[src/rtl/data_sram_bridge.sv]
// M-stage bridge to a handshaked data SRAM bus: one request per load/store, 3 stall cycles minimum.
// Latency: req the cycle after access, +1 per bus wait cycle; stallM holds the pipeline until data_ok.
module data_sram_bridge #(
    parameter logic [31:0] PHYS_MASK = 32'h1FFF_FFFF
) (
    input  logic        clk,
    input  logic        rst,
    input  logic        memrdM,
    input  logic [3:0]  memwenM,
    input  logic [1:0]  memsizeM,
    input  logic [31:0] addrM,
    input  logic [31:0] wdataM,
    output logic [31:0] rdataM,
    output logic        stallM,
    output logic        req,
    output logic        wr,
    output logic [1:0]  size,
    output logic [3:0]  wstrb,
    output logic [31:0] addr,
    output logic [31:0] wdata,
    input  logic        addr_ok,
    input  logic        data_ok,
    input  logic [31:0] rdata
);

    localparam logic [1:0] IDLE = 2'd0;
    localparam logic [1:0] ADDR = 2'd1;
    localparam logic [1:0] DATA = 2'd2;
    localparam logic [1:0] DONE = 2'd3;

    logic [1:0]  state;
    logic        access;
    logic [31:0] wdataRep;

    assign access = memrdM | (|memwenM);

    always_comb begin
        wdataRep = wdataM;
        case (memsizeM)
            2'd0:    wdataRep = {4{wdataM[7:0]}};
            2'd1:    wdataRep = {2{wdataM[15:0]}};
            default: wdataRep = wdataM;
        endcase
    end

    // Bus fields are plain registers so they keep their last value outside ADDR.
    always_ff @(posedge clk or posedge rst) begin
        if (rst) begin
            state  <= IDLE;
            wr     <= 1'b0;
            size   <= 2'd0;
            wstrb  <= 4'd0;
            addr   <= 32'd0;
            wdata  <= 32'd0;
            rdataM <= 32'd0;
        end else begin
            case (state)
                IDLE: begin
                    if (access) begin
                        addr  <= addrM & PHYS_MASK;
                        wstrb <= memwenM;
                        size  <= memsizeM;
                        wr    <= |memwenM;
                        wdata <= wdataRep;
                        state <= ADDR;
                    end
                end
                ADDR: begin
                    if (addr_ok) state <= DATA;
                end
                DATA: begin
                    if (data_ok) begin
                        if (!wr) rdataM <= rdata;
                        state <= DONE;
                    end
                end
                default: state <= IDLE;
            endcase
        end
    end

    assign req    = (state == ADDR);
    assign stallM = ~rst & (((state == IDLE) & access) | (state == ADDR) | (state == DATA));

endmodule

[config.mk]
export PLATFORM = sky130hd
export DESIGN_NAME = data_sram_bridge
export DESIGN_NICKNAME = d
export VERILOG_FILES = /design/src/rtl/data_sram_bridge.sv
export SDC_FILE = /design/constraint.sdc
export NUM_CORES = 1
export LEC_CHECK = 0
export ABC_AREA = 0
export CORE_ASPECT_RATIO = 0.6
export CORE_MARGIN = 1
export CORE_UTILIZATION = 38
export CTS_BUF_LIST = sky130_fd_sc_hd__clkbuf_4 sky130_fd_sc_hd__clkbuf_8 sky130_fd_sc_hd__clkbuf_16
export CTS_CLUSTER_SIZE = 24
export DETAILED_ROUTE_END_ITERATION = 10
export PLACE_DENSITY = 0.76
export SYNTH_ARGS = -nofsm -noshare
export SYNTH_HDL_FRONTEND = slang
export SYNTH_SLANG_ARGS = --single-unit
[constraint.sdc]
create_clock -name clk -period 5.15 [get_ports clk]
set_clock_uncertainty 0.05 [all_clocks]
set_input_delay 0.7725 -clock clk [delete_from_list [all_inputs] [get_ports clk]]
set_output_delay 0.7725 -clock clk [all_outputs]
set_load 0.1 [all_outputs]
==> summary.txt <==
Outcome = finished with violations
Failing checks = DRC
Synthesized area = 0.004253 mm2
H-tree Lvls = 3
Tcrit/Tclk final = 60.35%
Seq/Total Area, Yosys = 60.02%
First-pass GRT wire length = 16900 um
Vias in the first global route = 3284
Area share of the leading cell type in the synthesized netlist = 60.02%
Sequential cell area = 0.002552 mm2
CTS sink count = 102
Final Setup Violations = 0
Vias after detailed routing = 3055
Crit. Startpoint = memwenM[0]
Multi-input logic area = 0.001529 mm2
Drt pass-1 iters = 9
Highest metal used = met4
Die Y = 83.95 um
Top cells by count, synth = dfrtp_1, mux2_1, nand2_1
Maximum clock insertion buffer count = 2
Highest clock rate = 321.7 MHz
HP Class = reg -> reg
Clk_lat worst skew = 340 ps
Routed len/inst = 15.77 um
Synth top area cells = dfrtp_1, mux2_1, mux2_2
Area Growth Syn to Fin = 57.08%
Met3 WL post-DR = 919 um
EDFF count, synth = 0
Reg2reg path depth = 5
CP arrival = 2290 ps
RD Place Congestion = 0.7212
Hold path cells = 2
Initial Util = 39.60%
Post-route ant nets = 0
Width of the die = 138.6 um
Avg Inst Size Synth = 13.42 um2
Maximum number of pins on one net before global-route repair = 76
Setup repair after global routing missed its margin = no
Vias per inst = 4.615
Setup TNS = 0 ps
Max Cap Viol = 0
Critical path capture point type = output pin
Final min period = 3108 ps
R2r endpoint = addr[22]
Number of CTS-inserted buffers = 9
Fillers = 819
Met2 WL = 5057 um
Diode count = 0
PostCTS Resize Cnt = 0
R2R Path Start = state[0]
Flop2flop setup slack = 3110 ps
DRC Markers = 15
Fraction of registers with async set/reset = 100.0%
Total track usage = 18.76%
Detailed Route WL = 10440 um
Root Driver = clkbuf_16
Worst-path maximum fanout = 3
Setup Fix Bufs, Post-CTS = 0
Synth area leader = dfrtp_1
WS Path Type = in -> out
Synth cell types = 24
WP data required = 4330 ps
TritonCTS clock tree = done
CTS hold repair buffers = 0
Max-slew headroom = 32.33%
#FFs+latches synth = 102
# rows = 29
Most numerous cell in the Yosys netlist = dfrtp_1
Core ar. = 0.01074 mm2
Final-report max-slew violation count = 0
I/O pin count = 212
Ys flop type = dfrtp_1
Nature of the critical path startpoint = input pin
Critical Path Sink = stallM
Cells after Synth = 317
Hold Fails Final Rpt = 0
Initial antenna violation count = 0
Yosys Warn Count = 0
IO buf count = 205
Worst-Margin Slew = 1012 ps
Final layout net count = 630
Initial drt markers = 118
Total grt overflow = 0
Layout cells sized above 1 = 11.28%
Worst-path clk slew = 70 ps
Met1 Wirelength = 4376 um
Hpwl dp = 7743 um
Die area = 0.01163 mm2
-- critical path, cell delays in order --
cell	delay (ps)
clkdlybuf4s50_1	440
or4_4	580
o21ai_4	170
a21oi_1	80
buf_4	240
-- per-stage QoR --
| stage | utilization (%) | instances | hold slack (ps) | area, um2 | setup slack, ps |
|---|---|---|---|---|---|
| after floorplan | - | 319 | 484.0 | 4260 | 1456 |
| after global placement | 59.25 | 647 | 411.1 | 6364 | 2059 |
| after detailed placement | 59.25 | 647 | 423.7 | 6364 | 2036 |
| after CTS | 62.20 | 662 | 439.1 | 6680 | 2035 |
| after global routing | 62.20 | 662 | 448.3 | 6680 | 1994 |
| final | 62.20 | 662 | 432.1 | 6680 | 2042 |
-- sequential cells by signal (all words and copies together), names as in the netlist --
register	cells
state	2
wr	1
wstrb	4
addr	29
rdataM	32
size	2
wdata	32
-- kinds of logic after synthesis --
kind of cell	synth area share, %
fa+ha+maj	1.177
other cells	0.08818
mux	24.95
buf+inv	4.383
compound gates	4.707
simple gates	4.678
flops	60.02
-- routing by layer --
layer	vias up	track usage (%)
li1	1485	-
met1	1439	22.30
met2	122	31.98
met3	9	7.458
met4	0	4.290
met5	-	0
-- cells in the final DEF, fill, tap and decap left out, types with 9 or more instances in the layout --
cell,count
dfrtp_1,102
mux2_1,37
mux2i_1,25
nor2_1,11
nand2_1,37
mux2_2,35
a21oi_1,9
o21ai_0,24
clkdlybuf4s50_1,204
clkbuf_16,9
-- layout make-up --
class | instances | share of cell area (%)
inverter | 5 | 0.3184
timing repair buffer | 210 | 31.24
clock inverter | 5 | 1.255
clock buffer | 10 | 3.484
multi-input combinational | 191 | 22.89
tap | 139 | 2.603
sequential | 102 | 38.21
-- worst min-delay path by stage --
stage / start / end
after detailed placement: wstrb[0] / wstrb[0]
after global placement: wdata[22] / wdata[22]
after CTS: wdata[19] / wdata[19]
after global routing: wdata[3] / wdata[3]
after floorplan: state[1] / state[1]
final: wstrb[0] / wstrb[0]
Power is not shown: default switching activity piles up to over one toggle a cycle in this logic, so the estimate is an artifact.
